### config.mk
export PLATFORM = sky130hd
export DESIGN_NAME = pipe_hazard_ctrl_flat
export DESIGN_NICKNAME = d
export VERILOG_FILES = /design/src/rtl/pipe_hazard_ctrl_if.sv /design/src/rtl/pipe_hazard_ctrl.sv /design/src/flat_wrapper.sv
export SDC_FILE = /design/constraint.sdc
export NUM_CORES = 1
export LEC_CHECK = 0
export CORE_ASPECT_RATIO = 0.5
export CORE_UTILIZATION = 40
export CTS_CLUSTER_DIAMETER = 120
export CTS_CLUSTER_SIZE = 20
export DETAILED_ROUTE_END_ITERATION = 8
export PLACE_DENSITY = 0.75
export SLEW_MARGIN = 20
export SYNTH_ARGS = -nofsm -noshare
export SYNTH_HDL_FRONTEND = slang
export SYNTH_SLANG_ARGS = --single-unit
### constraint.sdc
create_clock -name i_clk -period 1.9 [get_ports i_clk]
set_input_delay 0.19 -clock i_clk [delete_from_list [all_inputs] [get_ports i_clk]]
set_output_delay 0.19 -clock i_clk [all_outputs]
set_load 0.03 [all_outputs]
### src/rtl/pipe_hazard_ctrl_if.sv
// ----------------------------------------------------------------------------
// pipe_hazard_ctrl_if
// Purpose : Bundles the hazard controller's pipeline-facing signals into one
//           interface. Signal names keep the controller's i_/o_ direction
//           prefixes as seen from the controller.
// Modports:
//   master - the pipeline datapath: drives the ID/EX/MEM hazard inputs and
//            receives the stall/flush controls and status.
//   slave  - the hazard controller: consumes the hazard inputs and drives
//            the controls and status.
// Signals :
//   ID  : i_id_valid, i_id_rs1_addr[4:0], i_id_rs2_addr[4:0],
//         i_id_rs1_used, i_id_rs2_used
//   EX  : i_ex_valid, i_ex_mem_read, i_ex_rd_addr[4:0], i_ex_redirect,
//         i_ex_halt
//   MEM : i_dmem_req, i_dmem_ready
//   Ctl : o_pc_en, o_if_id_stall, o_if_id_flush, o_id_ex_stall_thru,
//         o_id_ex_stall_kill, o_id_ex_flush, o_ex_mem_stall
//   Sts : o_halted, o_stall_cnt[CNT_W-1:0]
// ----------------------------------------------------------------------------
interface pipe_hazard_ctrl_if #(
    parameter int CNT_W = 16
);
    // ID stage
    logic             i_id_valid;
    logic [4:0]       i_id_rs1_addr;
    logic [4:0]       i_id_rs2_addr;
    logic             i_id_rs1_used;
    logic             i_id_rs2_used;
    // EX stage
    logic             i_ex_valid;
    logic             i_ex_mem_read;
    logic [4:0]       i_ex_rd_addr;
    logic             i_ex_redirect;
    logic             i_ex_halt;
    // MEM stage handshake
    logic             i_dmem_req;
    logic             i_dmem_ready;
    // Pipeline controls
    logic             o_pc_en;
    logic             o_if_id_stall;
    logic             o_if_id_flush;
    logic             o_id_ex_stall_thru;
    logic             o_id_ex_stall_kill;
    logic             o_id_ex_flush;
    logic             o_ex_mem_stall;
    // Status
    logic             o_halted;
    logic [CNT_W-1:0] o_stall_cnt;

    modport master (
        output i_id_valid, i_id_rs1_addr, i_id_rs2_addr, i_id_rs1_used, i_id_rs2_used,
        output i_ex_valid, i_ex_mem_read, i_ex_rd_addr, i_ex_redirect, i_ex_halt,
        output i_dmem_req, i_dmem_ready,
        input  o_pc_en, o_if_id_stall, o_if_id_flush, o_id_ex_stall_thru,
        input  o_id_ex_stall_kill, o_id_ex_flush, o_ex_mem_stall,
        input  o_halted, o_stall_cnt
    );

    modport slave (
        input  i_id_valid, i_id_rs1_addr, i_id_rs2_addr, i_id_rs1_used, i_id_rs2_used,
        input  i_ex_valid, i_ex_mem_read, i_ex_rd_addr, i_ex_redirect, i_ex_halt,
        input  i_dmem_req, i_dmem_ready,
        output o_pc_en, o_if_id_stall, o_if_id_flush, o_id_ex_stall_thru,
        output o_id_ex_stall_kill, o_id_ex_flush, o_ex_mem_stall,
        output o_halted, o_stall_cnt
    );
endinterface

### src/rtl/pipe_hazard_ctrl.sv
// ----------------------------------------------------------------------------
// pipe_hazard_ctrl
// Purpose : Hazard/stall/flush controller for a 5-stage in-order pipeline.
//           Resolves, in priority order, data-memory wait, EX redirect,
//           halt, and load-use hazards, and drains the pipeline after a halt.
// Parameters:
//   DRAIN_CYCLES - cycles a halt in EX needs to retire through MEM/WB
//   CNT_W        - width of the saturating stall-cycle counter
// Ports:
//   i_clk - clock
//   i_rst - synchronous, active-high reset
//   hz    - pipe_hazard_ctrl_if.slave: hazard inputs in, pipeline
//           controls and status (o_halted, o_stall_cnt) out
// Control outputs are combinational from state and inputs; o_halted and
// o_stall_cnt are registered.
// ----------------------------------------------------------------------------
module pipe_hazard_ctrl #(
    parameter int DRAIN_CYCLES = 2,
    parameter int CNT_W        = 16
) (
    input  logic               i_clk,
    input  logic               i_rst,
    pipe_hazard_ctrl_if.slave  hz
);

    localparam logic [1:0] ST_RUN    = 2'd0;
    localparam logic [1:0] ST_DRAIN  = 2'd1;
    localparam logic [1:0] ST_HALTED = 2'd2;

    // Wide enough to hold DRAIN_CYCLES itself.
    localparam int DC_W = (DRAIN_CYCLES < 1) ? 1 : $clog2(DRAIN_CYCLES + 1);

    logic [1:0]       state_q,     state_d;
    logic [DC_W-1:0]  drain_q,     drain_d;
    logic             halted_q,    halted_d;
    logic [CNT_W-1:0] stall_cnt_q, stall_cnt_d;

    logic mem_wait;
    logic redirect;
    logic halt_ex;
    logic load_use;

    logic pc_en;
    logic if_id_stall;
    logic if_id_flush;
    logic id_ex_stall_thru;
    logic id_ex_stall_kill;
    logic id_ex_flush;
    logic ex_mem_stall;

    assign mem_wait = hz.i_dmem_req & ~hz.i_dmem_ready;
    assign redirect = hz.i_ex_valid & hz.i_ex_redirect;
    assign halt_ex  = hz.i_ex_valid & hz.i_ex_halt;

    // x0 is hard-wired zero, so a load targeting it never creates a hazard.
    assign load_use = hz.i_ex_valid & hz.i_ex_mem_read & (hz.i_ex_rd_addr != 5'd0) &
                      hz.i_id_valid &
                      ((hz.i_id_rs1_used & (hz.i_id_rs1_addr == hz.i_ex_rd_addr)) |
                       (hz.i_id_rs2_used & (hz.i_id_rs2_addr == hz.i_ex_rd_addr)));

    always_comb begin
        // NOTE: every variable gets a default here so no path leaves one
        // unassigned; a missing default would infer a latch.
        state_d          = state_q;
        drain_d          = drain_q;
        halted_d         = halted_q;
        stall_cnt_d      = stall_cnt_q;
        pc_en            = 1'b0;
        if_id_stall      = 1'b0;
        if_id_flush      = 1'b0;
        id_ex_stall_thru = 1'b0;
        id_ex_stall_kill = 1'b0;
        id_ex_flush      = 1'b0;
        ex_mem_stall     = 1'b0;

        case (state_q)
            ST_RUN: begin
                if (mem_wait) begin
                    // Freeze everything up to MEM; the EX instruction (and any
                    // redirect/halt it carries) takes effect once MEM completes.
                    if_id_stall      = 1'b1;
                    id_ex_stall_thru = 1'b1;
                    ex_mem_stall     = 1'b1;
                end else if (redirect) begin
                    pc_en       = 1'b1;
                    if_id_flush = 1'b1;
                    id_ex_flush = 1'b1;
                end else if (halt_ex) begin
                    if_id_flush = 1'b1;
                    id_ex_flush = 1'b1;
                    state_d     = ST_DRAIN;
                    drain_d     = DC_W'(DRAIN_CYCLES);
                end else if (load_use) begin
                    // The bubble moves the load out of EX, so the hazard
                    // clears by itself after one cycle.
                    if_id_stall      = 1'b1;
                    id_ex_stall_kill = 1'b1;
                end else begin
                    pc_en = 1'b1;
                end

                if (!pc_en && (stall_cnt_q != {CNT_W{1'b1}})) begin
                    stall_cnt_d = stall_cnt_q + 1'b1;
                end
            end

            ST_DRAIN: begin
                if_id_flush  = 1'b1;
                id_ex_flush  = 1'b1;
                ex_mem_stall = mem_wait;
                if (!mem_wait) begin
                    // Counter of 1 (or 0 for a zero-length drain) is the last
                    // drain cycle; HALTED and o_halted begin together.
                    if (drain_q <= DC_W'(1)) begin
                        drain_d  = '0;
                        state_d  = ST_HALTED;
                        halted_d = 1'b1;
                    end else begin
                        drain_d = drain_q - 1'b1;
                    end
                end
            end

            ST_HALTED: begin
                if_id_stall = 1'b1;
            end

            default: begin
                state_d = ST_RUN;
            end
        endcase
    end

    always_ff @(posedge i_clk) begin
        // NOTE: sequential state uses non-blocking assignments so every
        // register samples its pre-edge value regardless of statement order.
        if (i_rst) begin
            state_q     <= ST_RUN;
            drain_q     <= '0;
            halted_q    <= 1'b0;
            stall_cnt_q <= '0;
        end else begin
            state_q     <= state_d;
            drain_q     <= drain_d;
            halted_q    <= halted_d;
            stall_cnt_q <= stall_cnt_d;
        end
    end

    assign hz.o_pc_en            = pc_en;
    assign hz.o_if_id_stall      = if_id_stall;
    assign hz.o_if_id_flush      = if_id_flush;
    assign hz.o_id_ex_stall_thru = id_ex_stall_thru;
    assign hz.o_id_ex_stall_kill = id_ex_stall_kill;
    assign hz.o_id_ex_flush      = id_ex_flush;
    assign hz.o_ex_mem_stall     = ex_mem_stall;
    assign hz.o_halted           = halted_q;
    assign hz.o_stall_cnt        = stall_cnt_q;

endmodule

### src/flat_wrapper.sv
// flat-port wrapper written by rule: the top's interface ports become plain ports
module pipe_hazard_ctrl_flat 
#(
    parameter int DRAIN_CYCLES = 2,
    parameter int CNT_W        = 16
)
  (i_clk, i_rst, hz_i_id_valid, hz_i_id_rs1_addr, hz_i_id_rs2_addr, hz_i_id_rs1_used, hz_i_id_rs2_used, hz_i_ex_valid, hz_i_ex_mem_read, hz_i_ex_rd_addr, hz_i_ex_redirect, hz_i_ex_halt, hz_i_dmem_req, hz_i_dmem_ready, hz_o_pc_en, hz_o_if_id_stall, hz_o_if_id_flush, hz_o_id_ex_stall_thru, hz_o_id_ex_stall_kill, hz_o_id_ex_flush, hz_o_ex_mem_stall, hz_o_halted, hz_o_stall_cnt);
  pipe_hazard_ctrl_if #(.CNT_W(CNT_W)) hz_i ();
  input  logic i_clk;
  input  logic i_rst;
  input wire logic [$bits(hz_i.i_id_valid)-1:0] hz_i_id_valid;
  input wire logic [$bits(hz_i.i_id_rs1_addr)-1:0] hz_i_id_rs1_addr;
  input wire logic [$bits(hz_i.i_id_rs2_addr)-1:0] hz_i_id_rs2_addr;
  input wire logic [$bits(hz_i.i_id_rs1_used)-1:0] hz_i_id_rs1_used;
  input wire logic [$bits(hz_i.i_id_rs2_used)-1:0] hz_i_id_rs2_used;
  input wire logic [$bits(hz_i.i_ex_valid)-1:0] hz_i_ex_valid;
  input wire logic [$bits(hz_i.i_ex_mem_read)-1:0] hz_i_ex_mem_read;
  input wire logic [$bits(hz_i.i_ex_rd_addr)-1:0] hz_i_ex_rd_addr;
  input wire logic [$bits(hz_i.i_ex_redirect)-1:0] hz_i_ex_redirect;
  input wire logic [$bits(hz_i.i_ex_halt)-1:0] hz_i_ex_halt;
  input wire logic [$bits(hz_i.i_dmem_req)-1:0] hz_i_dmem_req;
  input wire logic [$bits(hz_i.i_dmem_ready)-1:0] hz_i_dmem_ready;
  output wire logic [$bits(hz_i.o_pc_en)-1:0] hz_o_pc_en;
  output wire logic [$bits(hz_i.o_if_id_stall)-1:0] hz_o_if_id_stall;
  output wire logic [$bits(hz_i.o_if_id_flush)-1:0] hz_o_if_id_flush;
  output wire logic [$bits(hz_i.o_id_ex_stall_thru)-1:0] hz_o_id_ex_stall_thru;
  output wire logic [$bits(hz_i.o_id_ex_stall_kill)-1:0] hz_o_id_ex_stall_kill;
  output wire logic [$bits(hz_i.o_id_ex_flush)-1:0] hz_o_id_ex_flush;
  output wire logic [$bits(hz_i.o_ex_mem_stall)-1:0] hz_o_ex_mem_stall;
  output wire logic [$bits(hz_i.o_halted)-1:0] hz_o_halted;
  output wire logic [$bits(hz_i.o_stall_cnt)-1:0] hz_o_stall_cnt;
  assign hz_i.i_id_valid = hz_i_id_valid;
  assign hz_i.i_id_rs1_addr = hz_i_id_rs1_addr;
  assign hz_i.i_id_rs2_addr = hz_i_id_rs2_addr;
  assign hz_i.i_id_rs1_used = hz_i_id_rs1_used;
  assign hz_i.i_id_rs2_used = hz_i_id_rs2_used;
  assign hz_i.i_ex_valid = hz_i_ex_valid;
  assign hz_i.i_ex_mem_read = hz_i_ex_mem_read;
  assign hz_i.i_ex_rd_addr = hz_i_ex_rd_addr;
  assign hz_i.i_ex_redirect = hz_i_ex_redirect;
  assign hz_i.i_ex_halt = hz_i_ex_halt;
  assign hz_i.i_dmem_req = hz_i_dmem_req;
  assign hz_i.i_dmem_ready = hz_i_dmem_ready;
  assign hz_o_pc_en = hz_i.o_pc_en;
  assign hz_o_if_id_stall = hz_i.o_if_id_stall;
  assign hz_o_if_id_flush = hz_i.o_if_id_flush;
  assign hz_o_id_ex_stall_thru = hz_i.o_id_ex_stall_thru;
  assign hz_o_id_ex_stall_kill = hz_i.o_id_ex_stall_kill;
  assign hz_o_id_ex_flush = hz_i.o_id_ex_flush;
  assign hz_o_ex_mem_stall = hz_i.o_ex_mem_stall;
  assign hz_o_halted = hz_i.o_halted;
  assign hz_o_stall_cnt = hz_i.o_stall_cnt;
  pipe_hazard_ctrl #(.DRAIN_CYCLES(DRAIN_CYCLES), .CNT_W(CNT_W)) u_core (.i_clk(i_clk), .i_rst(i_rst), .hz(hz_i));
endmodule
==> flow_summary.toml <==
[worst_setup_path]
max_stage_delay_ps = 350
ff2ff_path_depth = 6
cp_cell_sequence = "clkdlybuf4s15_1 -> buf_4 -> xnor2_1 -> nand2_1 -> o22ai_2 -> buf_4 -> buf_4 -> a211oi_4 -> buf_12 -> nor4_1 -> mux2_1"
r2r_end = "u_core.hz.o_stall_cnt[4]$_SDFFE_PP0P_"
critPathArrivalTime_ps = 2010
critPathLaunch = "hz_i_ex_rd_addr[1]"
worst_path_most_repeated_cell = "buf_4"
reg2reg_slack_ps = 80
crit_fanout = 21
crit_type = "in2reg"
required_ps = 2050
worst_path_max_delay_cell = "mux2_1"
reg2reg_from = "u_core.hz.o_stall_cnt[0]$_SDFFE_PP0P_"
crit_path_end_kind = "flop"
worstSetupStartpointType = "primary input"

[timing]
setup_viol = 0
tightest_slew_ps = 458.2
final-hold-violation-count = 0
worst_slack_ps = 38.83
setup-tns-final_ps = 0
fmaxAchievable_mhz = 537.3
finClkSkew_ps = 6.455
timing.final.crit_share = 0.9796
relSlewSlack = 0.6936
hold_ws_ps = 478.4
slew_viol_final = 0
rsz0062_at_grt = "true"
fin_crit_ps = 1861

[final_layout]
final_cell_mix = "29 x buf_4, 26 x clkdlybuf4s50_1, 21 x dfxtp_1"
syn2layout_area_growth_pct = 55.12
final_common_cell = "buf_4"
diodes = 0
fin_area_um2 = 2123
drive_above_1_share = 0.2393
fin_nets = 262

[yosys]
synth_top_area_frac = 0.3071
syn_avg_cell_area_um2 = 8.398
ys.flop_type = "dfxtp_1"
syn_nets = 190
ys_ff_latch = 21
syn-instance-count = 163
yosysUniqueCellTypes = 43
yosys_warnings = 0
yosysTopAreaCell = "dfxtp_1"
ys_async_sr_fraction = 0
synth_area_um2 = 1369
synth_area_leaders = "dfxtp_1 31%, xnor2_1 6.4%, nor2_1 5.5%"
yosysSeqAreaShare = 0.3071
synth_edf_count = 0

[power_and_ir_drop]
power.total_uw = 987.0
p_leak_nw = 0.8087
power_density_nw_per_um2 = 464.8
ir_worst_vdd_mv = 0.2216

[floorplanning]
core_area_um2 = 3136
start_util = 0.4366
fp-row-count = 14
io_pins = 50
die_y_um = 43.37
die_w_um = 84.73
die_area_um2 = 3674

[global_route]
grt_pass1_wl_um = 5513
grt.overflow.total = 0
gr-usage-all-layers = 0.1882
grt_pass1_vias = 1291
antenna_found_initial = 0
grt_max_degree = 22

[route]
wl_per_cell_um = 12.32
drtPass1Iterations = 4
drt_iter0_drc = 69
drc = 0
via_count = 1420
wl_um = 3376
vias_per_cell = 5.182
ant_nets = 0

[clock_network]
clk_pin_slew_ps = 80
worstSkewPairLatency_ps = 260
cts-root-buf = "clkbuf_8"
numCtsBuffers = 3
holdBufCountCts = 0
ctsLongestPathBuffers = 2
cts.sinks = 21
htreeDepth = 1
cts_tree = "built"

[placement]
gp_congestion = 0.7433
dp_hpwl_um = 2552
postPlaceCellArea_um2 = 2026
io_buffer_count = 49
dp_slack_ps = -435.7

[outcome]
status = "complete, no violations"

[worst_hold_path]
min_to = "u_core.hz.o_halted$_SDFFE_PP0P_"
hp-class = "reg2reg"
hold_depth = 2
holdCritStartpoint = "u_core.hz.o_halted$_SDFFE_PP0P_"

[flow_run]
drv_cap = 0
[timing repair]
item | CTS | global route
setup endpoints to repair | 16 | 10
resized for setup | 24 | 6
pin swaps | 14 | 5
buffers inserted | 4 | 2
[cell type report]
cell class	count	area, um2
multi-input cells	132	927.1
inverters	2	7.507
fillers	275	1012
flip-flops and latches	21	420.4
clock buffers	4	45.04
repair buffers	75	673.1
well taps	40	50.05
[synth_stat cells, drive strengths merged (2+ instances only)]
library cell and n:
dfxtp 21, nor3 6, or4 7, nand2 12, nor4 4, nor2b 6
mux2 5, nand3 7, and2 2, o31ai 7, a21oi 16, buf 5
nand4 5, clkbuf 3, xnor2 10, o21ai 7, inv 2, or3 4
nor2 20
[state kept, by name, summed over array words and instances (netlist names)]
register	flops
u_core.hz.o_stall_cnt	16
u_core.hz.o_halted	1
u_core.state_q	2
u_core.drain_q	2
[worst max-delay path: cells and delay by family]
kind	cells	cell delay [ps]
compound gates	2	170
xor+xnor	1	130
buf+inv	5	760
mux	1	350
simple gates	2	390
[where the power goes]
part	leakage, nW	internal [mW]	switching (mW)	total [mW]
Clock	0.0228	0.149	0.141	0.291
Combinational	0.616	0.124	0.118	0.242
Sequential	0.170	0.447	0.00798	0.455
[per-layer routing]
metal,wire length [um],up-vias,track usage
li1,-,739,-
met2,1565,40,0.3382
met5,0,-,0
met4,37,0,0.06102
met3,148,4,0.03810
met1,1625,637,0.2333
[stage by stage]
stage | instances | util
after floorplan | 163 | -
after global routing | 274 | 0.6772
after detailed placement | 265 | 0.6460
final | 274 | 0.6772
after CTS | 272 | 0.6644
after global placement | 265 | 0.6460
[kinds of logic (layout without fill, tap and decap cells)]
family	count (synthesis)	in the layout	synth area share
adder cells (fa/ha/maj)	1	1	0.009139
XOR/XNOR	10	10	0.06398
buffers and inverters	10	81	0.04205
AO/OA/AOI/OAI	37	37	0.1947
flip-flops	21	21	0.3071
multiplexers	6	6	0.05942
AND/OR/NAND/NOR	78	78	0.3236
[how the worst max path moves through the flow]
stage,end,slack (ps),depth (start not counted)
finish,u_core.hz.o_stall_cnt[15]$_SDFFE_PP0P_,40,11
CTS,u_core.hz.o_stall_cnt[6]$_SDFFE_PP0P_,20,9
global route,u_core.hz.o_stall_cnt[5]$_SDFFE_PP0P_,-40,9
global placement,hz_o_pc_en,-390,7
floorplan,u_core.hz.o_stall_cnt[6]$_SDFFE_PP0P_,2,5
detailed placement,u_core.hz.o_stall_cnt[6]$_SDFFE_PP0P_,-440,8
Note: power is estimated with default switching activity, not from simulation.
